$ cat config.mk
export PLATFORM = sky130hd
export DESIGN_NAME = uart_rx_peripheral
export DESIGN_NICKNAME = d
export VERILOG_FILES = /design/src/rtl/uart_pkg.sv /design/src/rtl/uart_rx_sync.sv /design/src/rtl/uart_rx_peripheral.sv
export SDC_FILE = /design/constraint.sdc
export NUM_CORES = 1
export LEC_CHECK = 0
export CORE_MARGIN = 2
export CORE_UTILIZATION = 25
export DETAILED_ROUTE_END_ITERATION = 16
export PLACE_DENSITY = 0.38
export SYNTH_ARGS = -nofsm -noshare
export SYNTH_HDL_FRONTEND = slang
export SYNTH_SLANG_ARGS = --single-unit
$ cat constraint.sdc
create_clock -name clk_12mhz -period 1.95 [get_ports clk_12mhz]
set_input_delay 0.585 -clock clk_12mhz [delete_from_list [all_inputs] [get_ports clk_12mhz]]
set_output_delay 0.585 -clock clk_12mhz [all_outputs]
set_load 0.02 [all_outputs]
$ cat src/rtl/uart_pkg.sv
// Shared UART definitions: line-rate defaults, bit-timing derivation and the receiver state encoding.
// Used by both the receive and transmit peripherals.
package uart_pkg;

   localparam int unsigned DEF_CLK_FREQ_HZ  = 32'd12000000;
   localparam int unsigned DEF_BAUD         = 32'd9600;
   localparam int unsigned DEF_CLKS_PER_BIT = DEF_CLK_FREQ_HZ / DEF_BAUD;
   localparam int unsigned DEF_HALF_BIT     = DEF_CLKS_PER_BIT / 32'd2;

   // Bit-timing counter must hold CLKS_PER_BIT-1 (1249 at 12 MHz / 9600 baud).
   localparam int unsigned CNT_W = 32'd11;
   typedef logic [CNT_W-1:0] cnt_t;

   typedef enum logic [2:0] {
      IDLE   = 3'd0,
      START  = 3'd1,
      DATA   = 3'd2,
      PARITY = 3'd3,
      STOP   = 3'd4
   } rx_state_t;

   // Even-parity bit for a data byte: makes the total count of ones even.
   function automatic logic even_parity(input logic [7:0] data);
      return ^data;
   endfunction

endpackage

$ cat src/rtl/uart_rx_sync.sv
// Two-flop synchroniser for the asynchronous serial line plus a falling-edge detector.
// All flops reset to 1 so that an idle-high line never produces a spurious edge.
module uart_rx_sync (
   input  logic clk_12mhz,
   input  logic reset,
   input  logic uart_rx,
   output logic rx_s,
   output logic rx_fall_s
);

   logic sync1_r;
   logic sync2_r;
   logic line_prev_r;

   // Synchroniser chain and previous-value flop for edge detection.
   always_ff @(posedge clk_12mhz or negedge reset) begin
      if (!reset) begin
         sync1_r     <= 1'b1;
         sync2_r     <= 1'b1;
         line_prev_r <= 1'b1;
      end else begin
         sync1_r     <= uart_rx;
         sync2_r     <= sync1_r;
         line_prev_r <= sync2_r;
      end
   end

   assign rx_s      = sync2_r;
   assign rx_fall_s = line_prev_r & ~sync2_r;

endmodule

$ cat src/rtl/uart_rx_peripheral.sv
// UART receiver, 8N1 by default, with a valid/ready byte output plus frame-error and overrun flags.
// Define UART_RX_PARITY_EN for 8E1 framing and the rx_parity_err output.
module uart_rx_peripheral
   import uart_pkg::*;
#(
   parameter int unsigned CLK_FREQ_HZ = DEF_CLK_FREQ_HZ,
   parameter int unsigned BAUD        = DEF_BAUD
) (
   input  logic       clk_12mhz,
   input  logic       reset,
   input  logic       uart_rx,
   output logic [7:0] rx_data,
   output logic       rx_valid,
   input  logic       rx_ready,
   output logic       rx_frame_err,
   output logic       rx_overrun,
   output logic       rx_busy
`ifdef UART_RX_PARITY_EN
   ,
   output logic       rx_parity_err
`endif
);

   localparam int unsigned CLKS_PER_BIT = CLK_FREQ_HZ / BAUD;
   localparam int unsigned HALF_BIT     = CLKS_PER_BIT / 32'd2;
   localparam cnt_t        HALF_LAST    = cnt_t'(HALF_BIT - 32'd1);
   localparam cnt_t        BIT_LAST     = cnt_t'(CLKS_PER_BIT - 32'd1);

   logic      rx_s;
   logic      rx_fall_s;

   rx_state_t state_r;
   rx_state_t next_state_s;
   cnt_t      clk_cnt_r;
   cnt_t      clk_cnt_next_s;
   logic [2:0] bit_idx_r;
   logic [2:0] bit_idx_next_s;
   logic [7:0] shift_r;
   logic [7:0] shift_next_s;
   logic      half_hit_s;
   logic      bit_hit_s;
   logic      stop_sample_s;
   logic      frame_err_s;
   logic      commit_s;
   logic      handshake_s;
`ifdef UART_RX_PARITY_EN
   logic      parity_bit_r;
   logic      parity_bit_next_s;
   logic      parity_err_s;
`endif

   uart_rx_sync u_sync (
      .clk_12mhz (clk_12mhz),
      .reset     (reset),
      .uart_rx   (uart_rx),
      .rx_s      (rx_s),
      .rx_fall_s (rx_fall_s)
   );

   assign half_hit_s = (clk_cnt_r == HALF_LAST);
   assign bit_hit_s  = (clk_cnt_r == BIT_LAST);

   // Receiver state, bit timing and shift register.
   always_ff @(posedge clk_12mhz or negedge reset) begin
      if (!reset) begin
         state_r      <= IDLE;
         clk_cnt_r    <= '0;
         bit_idx_r    <= 3'd0;
         shift_r      <= 8'h00;
`ifdef UART_RX_PARITY_EN
         parity_bit_r <= 1'b0;
`endif
      end else begin
         state_r      <= next_state_s;
         clk_cnt_r    <= clk_cnt_next_s;
         bit_idx_r    <= bit_idx_next_s;
         shift_r      <= shift_next_s;
`ifdef UART_RX_PARITY_EN
         parity_bit_r <= parity_bit_next_s;
`endif
      end
   end

   // Next-state logic; the bit counter restarts on every state entry and after each data sample.
   always_comb begin
      next_state_s      = state_r;
      clk_cnt_next_s    = clk_cnt_r + cnt_t'(1);
      bit_idx_next_s    = bit_idx_r;
      shift_next_s      = shift_r;
      stop_sample_s     = 1'b0;
`ifdef UART_RX_PARITY_EN
      parity_bit_next_s = parity_bit_r;
`endif
      case (state_r)
         IDLE: begin
            // Only a high-to-low transition starts a frame, so a held-low break never re-arms.
            if (rx_fall_s) begin
               next_state_s   = START;
               clk_cnt_next_s = '0;
            end else begin
               next_state_s   = IDLE;
            end
         end
         START: begin
            if (half_hit_s) begin
               clk_cnt_next_s = '0;
               bit_idx_next_s = 3'd0;
               if (!rx_s) begin
                  next_state_s = DATA;
               end else begin
                  next_state_s = IDLE;
               end
            end else begin
               next_state_s = START;
            end
         end
         DATA: begin
            if (bit_hit_s) begin
               clk_cnt_next_s = '0;
               shift_next_s   = {rx_s, shift_r[7:1]};
               if (bit_idx_r == 3'd7) begin
`ifdef UART_RX_PARITY_EN
                  next_state_s = PARITY;
`else
                  next_state_s = STOP;
`endif
               end else begin
                  bit_idx_next_s = bit_idx_r + 3'd1;
               end
            end else begin
               next_state_s = DATA;
            end
         end
`ifdef UART_RX_PARITY_EN
         PARITY: begin
            if (bit_hit_s) begin
               clk_cnt_next_s    = '0;
               parity_bit_next_s = rx_s;
               next_state_s      = STOP;
            end else begin
               next_state_s      = PARITY;
            end
         end
`endif
         STOP: begin
            if (bit_hit_s) begin
               clk_cnt_next_s = '0;
               stop_sample_s  = 1'b1;
               next_state_s   = IDLE;
            end else begin
               next_state_s   = STOP;
            end
         end
         default: begin
            next_state_s   = IDLE;
            clk_cnt_next_s = '0;
         end
      endcase
   end

   assign frame_err_s = stop_sample_s & ~rx_s;
   assign handshake_s = rx_valid & rx_ready;
`ifdef UART_RX_PARITY_EN
   assign parity_err_s = stop_sample_s & (parity_bit_r != even_parity(shift_r));
   assign commit_s     = stop_sample_s & rx_s & ~parity_err_s;
`else
   assign commit_s     = stop_sample_s & rx_s;
`endif

   // Output port: byte hand-off, overrun tracking and one-cycle error pulses.
   always_ff @(posedge clk_12mhz or negedge reset) begin
      if (!reset) begin
         rx_data       <= 8'h00;
         rx_valid      <= 1'b0;
         rx_overrun    <= 1'b0;
         rx_frame_err  <= 1'b0;
`ifdef UART_RX_PARITY_EN
         rx_parity_err <= 1'b0;
`endif
      end else begin
         rx_frame_err  <= frame_err_s;
`ifdef UART_RX_PARITY_EN
         rx_parity_err <= parity_err_s;
`endif
         if (commit_s && (!rx_valid || handshake_s)) begin
            rx_data    <= shift_r;
            rx_valid   <= 1'b1;
            rx_overrun <= 1'b0;
         end else if (commit_s) begin
            // Previous byte still pending: keep it and drop the new one.
            rx_overrun <= 1'b1;
         end else if (handshake_s) begin
            rx_valid   <= 1'b0;
            rx_overrun <= 1'b0;
         end else begin
            rx_valid   <= rx_valid;
            rx_overrun <= rx_overrun;
         end
      end
   end

   assign rx_busy = (state_r != IDLE);

endmodule

==> flow_summary_export.csv, run 1 <==
group,metric,value,unit
pwr,peakVddDrop,0.350,mV
sta,hold_viol_final,0,
clock_network,clock-root-buffer,"clkbuf_8",
setup_path,worstSetupEndpointType,"output pin",
die,die_area,7880,µm²
pwr,leakage,1.02,nW
clock_network,path_clk_slew,80,ps
setup_path,crit_path_start_kind,"register",
setup_path,critPathArrivalTime,1270,ps
placement,port_buffers,15,
placement,place_area,2140,µm²
drt,drtIter0Drc,47,
drt,wl,3530,µm
placement,dp_cells,261,
clock_network,numCtsBuffers,5,
sta,setup_viol,0,
setup_path,path_cells,"clkdlybuf4s50_1",
drt,route.detailed.drc,0,
sta,fmax,540,MHz
setup_path,path_buf_inv,1,
final_layout,fill_cells,694,
run,maxCapViolCount,0,
final_layout,fin_cells,270,
drt,drtPass1Iterations,4,
final_layout,num_antenna_cells,0,
clock_network,clkLatencyLatePin,290,ps
pwr,p_per_area,870,nW/µm²
drt,drtAntennaViolNets,0,
pwr,totalPowerFinal,1.99,mW
clock_network,clock_path_buffers,2,
logic_synthesis,yosys.area.top_type,"dfrtp_1",
sta,final.setup_skew,7.84,ps
final_layout,fin_nets,182,
drt,post_drt_via_cell_ratio,4.33,
grt,grtUsageTotal,10.4,%
drt,wire_per_inst,13.1,µm
placement,dp_hpwl,2500,µm
sta,drv_slew,0,
final_layout,final_common_cell,"dfrtp_1",
logic_synthesis,synthesis.area,1800,µm²
grt,grt_pass1_wl,6130,µm
setup_path,critical_path_class,"register to output pin",
logic_synthesis,synthTopCellsByArea,"dfrtp_1, mux2_4, mux2_2, dfstp_2, ha_1",
setup_path,critPathTopFamily,"buffers and inverters",
worst_hold_path,hp-class,"input port to async pin",
logic_synthesis,syn_inst,142,
sta,holdWs,253,ps
clock_network,cts_tree,"yes",
grt,grt_antenna_before_repair,0,
setup_path,cp_max_fo,3,
logic_synthesis,yosysUniqueCellTypes,36,
die,die_x,88.7,µm
sta,period_share,94.9,%
logic_synthesis,synth_area_per_cell,12.6,µm²
final_layout,final_cell_mix,"dfrtp_1, clkdlybuf4s50_1, nand2_1, a21oi_1, buf_4",
setup_path,cp.required,1360,ps
clock_network,hold_buffers,0,
logic_synthesis,synth_top_area_share,50.2,%
logic_synthesis,syn-num-nets,151,
sta,setup_ws,98.6,ps
placement,pre_cts_ws,-42.3,ps
setup_path,slowest_stage,"clkdlybuf4s50_1",
outcome,status,"completed",
placement,gp_congestion,0.710,
sta,tightest_slew,460,ps
sta,relSlewSlack,69.3,%
logic_synthesis,yosys_register_bits,39,
grt,grt_start_max_net_pins,40,
setup_path,slowest_delay,610,ps
logic_synthesis,synth_seq_area_share,54.6,%
grt,grt-ovfl-total,0,
clock_network,htree_num_levels,2,
die,start_util,26.1,%
logic_synthesis,ys_warn_count,0,
die,num_io_pins,16,
final_layout,drive_above_1_share,30.5,%
grt,grt_pass1_vias,1263,
sta,rsz0062_at_grt,"no",
sta,period_needed,1850,ps
die,row_count,30,
drt,via_count,1168,
die,die_y,88.7,µm
die,core_area,6870,µm²
clock_network,numClockSinks,39,
final_layout,design_area,2290,µm²
clock_network,cts_setup_buffers,0,
final_layout,syn_to_final_growth,27.5,%
==> cell usage after synthesis (all sizes together) <==
cell type	count
dfrtp	36
mux2	17
nand2	11
a21oi	10
nand3	6
ha	5
nor3b	5
xnor2	5
xor2	5
and4	4
nand4	4
buf	3
dfstp	3
inv	3
nor2	3
nor3	3
o21ai	3
a22o	2
and3	2
nand2b	2
a21boi	1
a22oi	1
a31oi	1
and4bb	1
clkbuf	1
mux2i	1
nor4	1
nor4b	1
o2bb2ai	1
or3	1
==> final cells by class <==
cell class / instances / area, µm² / share of cell area, %
Multi-Input combinational cell: 96 / 800 / 34.9
Clock inverter: 2 / 35.0 / 1.53
Inverter: 3 / 11.3 / 0.492
Sequential cell: 39 / 980 / 42.8
Timing Repair Buffer: 28 / 260 / 11.4
Clock buffer: 6 / 82.6 / 3.61
Tap cell: 96 / 120 / 5.25
==> timing repair <==
item / CTS / global route
gates resized for setup: 3 / 7
pin swaps: 0 / 1
cloned: 0 / 1
setup endpoints to repair: 1 / 17
==> power breakdown <==
group          internal (mW)  total (mW)  switching, mW
Clock                  0.414       0.700          0.286
Sequential             0.869       0.939         0.0694
Combinational          0.162       0.353          0.191
==> worst paths after layout <==
kind                                      from             to  slack (ps)  cells past startpoint
worst max-delay path                  rx_valid       rx_valid         100                      1
worst max register to register    clk_cnt_r[0]     rx_data[6]         140                      6
worst min register to register  u_sync.sync1_r    u_sync.rx_s         360                      0
max in group asynchronous                reset    u_sync.rx_s        1430                      2
worst min-delay path                     reset  clk_cnt_r[10]         250                      2
min in group clk_12mhz          u_sync.sync1_r    u_sync.rx_s         360                      0
==> registers in the layout, summed over array words and instances, names as in the netlist <==
| register | flops |
|---|---|
| rx_valid | 1 |
| shift_r | 8 |
| rx_frame_err | 1 |
| rx_overrun | 1 |
| clk_cnt_r | 11 |
| rx_data | 8 |
| bit_idx_r | 3 |
| u_sync.line_prev_r | 1 |
| u_sync.rx_s | 1 |
| u_sync.sync1_r | 1 |
| state_r | 3 |
==> per-stage QoR <==
step | TNS [ps] | util (%)
detailed placement | -275 | 31.2
CTS | 0 | 33.0
global placement | -93.7 | 31.2
global route | 0 | 33.3
finish | 0 | 33.3
floorplan | 0 | -
==> cell families after synthesis <==
family | share of synthesized area, %
AO/OA/AOI/OAI | 6.27
XOR/XNOR | 4.88
adder cells (fa/ha/maj) | 3.48
flip-flops | 54.6
AND/OR/NAND/NOR | 15.5
multiplexers | 12.9
buffers and inverters | 2.37
==> metal layers <==
layer / GRT usage (%) / share of wire (%)
met1: 13.4 / 48
met2: 16.3 / 48
met3: 2.61 / 2.9
met4: 5.10 / 1.2
met5: 0 / 0
No activity file was read; power rests on OpenSTA's default activity.
==> run 2, diff against run 1 <==
--- a/config.mk
+++ b/config.mk
@@ -5,10 +5,13 @@
 export SDC_FILE = /design/constraint.sdc
 export NUM_CORES = 1
 export LEC_CHECK = 0
+export CAP_MARGIN = 5
 export CORE_MARGIN = 2
 export CORE_UTILIZATION = 25
 export DETAILED_ROUTE_END_ITERATION = 16
+export GPL_ROUTABILITY_DRIVEN = 1
 export PLACE_DENSITY = 0.38
+export SLEW_MARGIN = 10
 export SYNTH_ARGS = -nofsm -noshare
 export SYNTH_HDL_FRONTEND = slang
 export SYNTH_SLANG_ARGS = --single-unit
==> results of run 2 <==
Final layout, timing and power as in run 1 (identical DEF).
